[src/rtl/intensity_color_ctrl_pkg.sv]
// Shared constants for the intensity/colour control block: colour bit positions,
// named colour codes and default tuning values.
package intensity_color_ctrl_pkg;

    localparam int COLOR_R_BIT = 2;
    localparam int COLOR_G_BIT = 1;
    localparam int COLOR_B_BIT = 0;

    typedef logic [2:0] color_t;
    typedef logic [7:0] duty_t;

    localparam color_t COLOR_OFF   = 3'd0;
    localparam color_t COLOR_BLUE  = 3'd1;
    localparam color_t COLOR_GREEN = 3'd2;
    localparam color_t COLOR_RED   = 3'd4;
    localparam color_t COLOR_WHITE = 3'd7;

    localparam int DEF_DEBOUNCE_CYCLES = 1000000;
    localparam int DEF_STEP            = 10;
    localparam int DEF_MAX_DUTY        = 100;
    localparam int DEF_RESET_LEVEL     = 50;

endpackage

[src/rtl/intensity_color_ctrl_btn_debounce.sv]
// Raw push-button conditioner: 2-flop synchroniser, stable-run debounce counter,
// debounced level and a one-cycle pulse on each accepted press (releases are silent).
import intensity_color_ctrl_pkg::*;

module btn_debounce #(
    parameter int DEBOUNCE_CYCLES = DEF_DEBOUNCE_CYCLES
) (
    input  logic clk,
    input  logic reset,
    input  logic btn_raw,
    output logic btn_level,
    output logic btn_press
);

    localparam int CNT_W = (DEBOUNCE_CYCLES > 1) ? $clog2(DEBOUNCE_CYCLES) : 1;
    localparam logic [CNT_W-1:0] CNT_LAST = CNT_W'(DEBOUNCE_CYCLES - 1);

    logic             r_sync1;
    logic             r_sync2;
    logic             r_deb;
    logic             r_deb_q;
    logic [CNT_W-1:0] r_cnt;

    always_ff @(posedge clk) begin
        if (reset) begin
            r_sync1 <= 1'b0;
            r_sync2 <= 1'b0;
            r_deb   <= 1'b0;
            r_deb_q <= 1'b0;
            r_cnt   <= '0;
        end else begin
            r_sync1 <= btn_raw;
            r_sync2 <= r_sync1;
            r_deb_q <= r_deb;
            // Any edge where input agrees with the debounced state restarts the run.
            if (r_sync2 != r_deb) begin
                if (r_cnt == CNT_LAST) begin
                    r_deb <= r_sync2;
                    r_cnt <= '0;
                end else begin
                    r_cnt <= r_cnt + CNT_W'(1);
                end
            end else begin
                r_cnt <= '0;
            end
        end
    end

    assign btn_level = r_deb;
    assign btn_press = r_deb & ~r_deb_q;

endmodule

[src/rtl/intensity_color_ctrl.sv]
// Button-driven brightness level (saturating 0..MAX_DUTY) and 3-bit colour code,
// fanned out as registered per-channel duty values one cycle after level/colour.
import intensity_color_ctrl_pkg::*;

module intensity_color_ctrl #(
    parameter int DEBOUNCE_CYCLES = DEF_DEBOUNCE_CYCLES,
    parameter int STEP            = DEF_STEP,
    parameter int MAX_DUTY        = DEF_MAX_DUTY,
    parameter int RESET_LEVEL     = DEF_RESET_LEVEL
) (
    input  logic       clk,
    input  logic       reset,
    input  logic       btn_up,
    input  logic       btn_down,
    input  logic       btn_color,
    output logic [7:0] duty_r,
    output logic [7:0] duty_g,
    output logic [7:0] duty_b,
    output logic [7:0] level,
    output logic [2:0] color_idx
);

    localparam logic [8:0] STEP9 = 9'(STEP);
    localparam logic [8:0] MAX9  = 9'(MAX_DUTY);
    localparam duty_t      STEP8 = 8'(STEP);
    localparam duty_t      MAX8  = 8'(MAX_DUTY);
    localparam duty_t      RST8  = 8'(RESET_LEVEL);

    logic       w_up;
    logic       w_dn;
    logic       w_col;
    logic [2:0] w_unused_btn_level;
    logic [8:0] w_sum;
    duty_t      w_level_nxt;

    duty_t  r_level;
    color_t r_color;
    duty_t  r_duty_r;
    duty_t  r_duty_g;
    duty_t  r_duty_b;

    btn_debounce #(.DEBOUNCE_CYCLES(DEBOUNCE_CYCLES)) u_db_up (
        .clk(clk), .reset(reset), .btn_raw(btn_up),
        .btn_level(w_unused_btn_level[0]), .btn_press(w_up)
    );
    btn_debounce #(.DEBOUNCE_CYCLES(DEBOUNCE_CYCLES)) u_db_down (
        .clk(clk), .reset(reset), .btn_raw(btn_down),
        .btn_level(w_unused_btn_level[1]), .btn_press(w_dn)
    );
    btn_debounce #(.DEBOUNCE_CYCLES(DEBOUNCE_CYCLES)) u_db_color (
        .clk(clk), .reset(reset), .btn_raw(btn_color),
        .btn_level(w_unused_btn_level[2]), .btn_press(w_col)
    );

    // Sum kept at 9 bits so a near-255 limit cannot wrap before the clamp.
    assign w_sum = {1'b0, r_level} + STEP9;

    always_comb begin
        w_level_nxt = r_level;
        if (w_up && !w_dn) begin
            w_level_nxt = (w_sum > MAX9) ? MAX8 : w_sum[7:0];
        end else if (w_dn && !w_up) begin
            w_level_nxt = (r_level < STEP8) ? 8'd0 : r_level - STEP8;
        end
    end

    always_ff @(posedge clk) begin
        if (reset) begin
            r_level  <= RST8;
            r_color  <= COLOR_WHITE;
            r_duty_r <= RST8;
            r_duty_g <= RST8;
            r_duty_b <= RST8;
        end else begin
            r_level <= w_level_nxt;
            if (w_col) begin
                r_color <= r_color + 3'd1;
            end
            r_duty_r <= r_color[COLOR_R_BIT] ? r_level : 8'd0;
            r_duty_g <= r_color[COLOR_G_BIT] ? r_level : 8'd0;
            r_duty_b <= r_color[COLOR_B_BIT] ? r_level : 8'd0;
        end
    end

    assign level     = r_level;
    assign color_idx = r_color;
    assign duty_r    = r_duty_r;
    assign duty_g    = r_duty_g;
    assign duty_b    = r_duty_b;

endmodule
[config.mk]
export PLATFORM = sky130hd
export DESIGN_NAME = intensity_color_ctrl
export DESIGN_NICKNAME = d
export VERILOG_FILES = /design/src/rtl/intensity_color_ctrl_pkg.sv /design/src/rtl/intensity_color_ctrl_btn_debounce.sv /design/src/rtl/intensity_color_ctrl.sv
export SDC_FILE = /design/constraint.sdc
export NUM_CORES = 1
export LEC_CHECK = 0
export CAP_MARGIN = 20
export CORE_MARGIN = 2
export CORE_UTILIZATION = 45
export DETAILED_ROUTE_END_ITERATION = 12
export DONT_BUFFER_PORTS = 1
export HOLD_SLACK_MARGIN = 0.08
export PLACE_DENSITY = 0.66
export RECOVER_POWER = 25
export SYNTH_ARGS = -nofsm -noshare
export SYNTH_HDL_FRONTEND = slang
export SYNTH_SLANG_ARGS = --single-unit
[constraint.sdc]
create_clock -name clk -period 3.6 [get_ports clk]
set_input_delay 0.36 -clock clk [delete_from_list [all_inputs] [get_ports clk]]
set_output_delay 0.36 -clock clk [all_outputs]
set_load 0.02 [all_outputs]
==> qor.csv <==
metric,value,unit
status,"finished, final reports clean",
die_h,103.3,µm
slowest_delay,0.71,ns
antenna_found_initial,0,
ys.flop_type,dfxtp_1,
dp_hpwl,5305,µm
fmax,0.4279,GHz
seq_area_frac_synth,46.49,%
rsz0062_at_grt,false,
synth.area.top_cells,"dfxtp_1, nor2_1, xnor2_1, xor2_1, nand3_1",
regToRegStartpoint,level[1]$_SDFFE_PP1P_,
finalWirelength,8210,µm
std_cell_rows,36,
path_cells,ha_1 > o21ai_0 > xnor2_1 > a32oi_1 > a41oi_1 > o211a_1,
mostFrequentLayoutCells,"dfxtp_1, nor2_1, xnor2_1, xor2_1, nand2_1",
ys_types,55,
drt_iter0_markers,107,
critical_path_buf_inv_count,0,
leakagePower,1.544,nW
num_antenna_cells,0,
setup_tns,0,ns
cts-root-buf,clkbuf_8,
viasPerCell,5.153,
cts.sinks,103,
clock_skew,0.01526,ns
ir_drop,0.0002494,V
ys_warn_count,0,
r2r_cells,6,
final_antenna_net_count,0,
gr-total-overflow,0,
p_per_area,401.5,nW/µm²
worst_pin_slew,0.8202,ns
grtUsageTotal,16.50,%
finalHoldViolations,0,
yosys.area.top_type,dfxtp_1,
placed_area,4486,µm²
grt_pass1_vias,2906,
critPathSlowestCell,dfxtp_1,
fin_crit,2.337,ns
topRoutingLayerUsed,met4,
post_cts_resized,0,
synth-async-reset-ratio,0,%
syn_area_per_cell,9.071,µm²
area_delta_synth_final,6.008,%
clock_latency,0.37,ns
min-delay-start,reset,
met2_length,3601,µm
cap_viol_max_count,0,
synth_top_area_share,46.49,%
start_kind,flip-flop,
worstPathArrival,2.64,ns
cts_buffer_depth,2,
cp.required,3.91,ns
grt_pass1_wl,13830,µm
wl_met3,322,µm
hold_path_depth,1,
clkTransAtPathRegs,0.09,ns
num_vias,3200,
gp_congestion,0.7972,
layout_commonest_cell,dfxtp_1,
coreArea,9684,µm²
initial_core_util,45.80,%
synthCells,489,
synth_seq_cells,103,
cts-buffers-inserted,9,
maxSlewHeadroom,45.25,%
final_util,48.55,%
drt-met1-wl,4130,µm
dieArea,10670,µm²
die_x,103.3,µm
min_path_type,input pin to flip-flop,
timing.rr.end,level[2]$_SDFFE_PP0P_,
nets,496,
io-pin-count,40,
fin_area,4702,µm²
endpoint_kind,flip-flop,
reg2reg_setup_slack,1.26,ns
grt_max_degree,21,
path_max_fanout,14,
synth_edf_count,0,
crit_type,flip-flop to flip-flop,
drive_gt1_share,4.303,%
critical-path-top-delay-family,compound AO/OA/AOI/OAI gates,
slew_viol_final,0,
whs_endpoint,duty_g[1]$_SDFF_PP1_,
drc_errors,0,
numPortBuffers,0,
synth_area,4436,µm²
min_period_over_period,64.92,%
wl_per_cell,13.22,µm
firstDrtPassIters,4,
cts_htree_levels,3,
cts_tree,yes,
setup_viol,0,
==> routing by layer <==
metal,GRT usage (%),up-vias
met5,0,-
met4,7.895,0
met1,23.39,1484
met3,3.226,14
met2,24.13,72
li1,-,1630
==> worst max path at each step <==
stage | from | end | slack (ns) | cells past startpoint
finish | level[1]$_SDFFE_PP1P_ | level[2]$_SDFFE_PP0P_ | 1.26 | 6
floorplan | level[1]$_SDFFE_PP1P_ | level[5]$_SDFFE_PP1P_ | 1.54 | 8
global route | level[1]$_SDFFE_PP1P_ | level[3]$_SDFFE_PP0P_ | 1.06 | 6
detailed placement | level[1]$_SDFFE_PP1P_ | level[1]$_SDFFE_PP1P_ | 1.27 | 6
global placement | level[1]$_SDFFE_PP1P_ | level[1]$_SDFFE_PP1P_ | 1.36 | 6
CTS | level[1]$_SDFFE_PP1P_ | level[2]$_SDFFE_PP0P_ | 1.25 | 6
==> flip-flops by register name, indices dropped and copies added, names as in the netlist, 3 cells and up <==
register and count:
color_idx 3, duty_b 7, duty_g 7, duty_r 7
level 7, u_db_color.r_cnt 20, u_db_down.r_cnt 20, u_db_up.r_cnt 20
==> synthesized netlist by cell type, types with 8 or more instances <==
master   number
xor2_1       27
dfxtp_1     103
and2_1       16
nand3_1      25
nor2_1       80
buf_4         8
a21oi_1      10
xnor2_1      34
nand2_1      26
nor3_1        9
nand4_1      11
nor4_1        9
a21o_1       10
nor2b_1      19
inv_1        11
and3_1       11
==> kinds of logic after synthesis <==
family | after synthesis | share of synthesized area (%)
flip-flops | 103 | 46.49
XOR/XNOR | 61 | 12.05
other | 1 | 0.08455
buffers and inverters | 32 | 3.808
AND/OR/NAND/NOR | 233 | 27.05
multiplexers | 3 | 0.6770
adder cells (fa/ha/maj) | 7 | 1.975
AO/OA/AOI/OAI | 49 | 7.871
==> report_power, final <==
group | internal (W) | switching (W)
logic | 0.00000604 | 0.0000159
registers | 0.00114 | 0.00000199
clock network | 0.000341 | 0.000381
total | 0.00149 | 0.000399
==> final cells by class <==
| class | instances | area, µm² |
|---|---|---|
| clock buffers | 11 | 141.4 |
| clock inverters | 4 | 55.05 |
| repair buffers | 2 | 20.02 |
| fillers | 921 | 4982 |
| inverters | 11 | 41.29 |
| multi-input cells | 357 | 2216 |
| well taps | 133 | 166.4 |
| flip-flops and latches | 103 | 2062 |
==> metrics by stage <==
| stage | total power, W | instances | hold WS, ns | worst slack, ns |
|---|---|---|---|---|
| 6_report | 0.001888 | 621 | 0.1068 | 1.263 |
| 5_1_grt | 0.001961 | 621 | 0.09606 | 1.061 |
| 4_1_cts | 0.001913 | 621 | 0.08532 | 1.255 |
| 3_5_place_dp | 0.001188 | 604 | 0.4245 | 1.267 |
| 3_3_place_gp | 0.001187 | 604 | 0.4178 | 1.359 |
| 2_1_floorplan | 0.001195 | 492 | 0.4106 | 1.537 |
==> repair_timing <==
action | 4_1_cts | 5_1_grt
buffers inserted | 0 | 0
hold endpoints to repair | 18 | 0
hold buffers | 2 | 0
(Power assumes the default switching activity.)
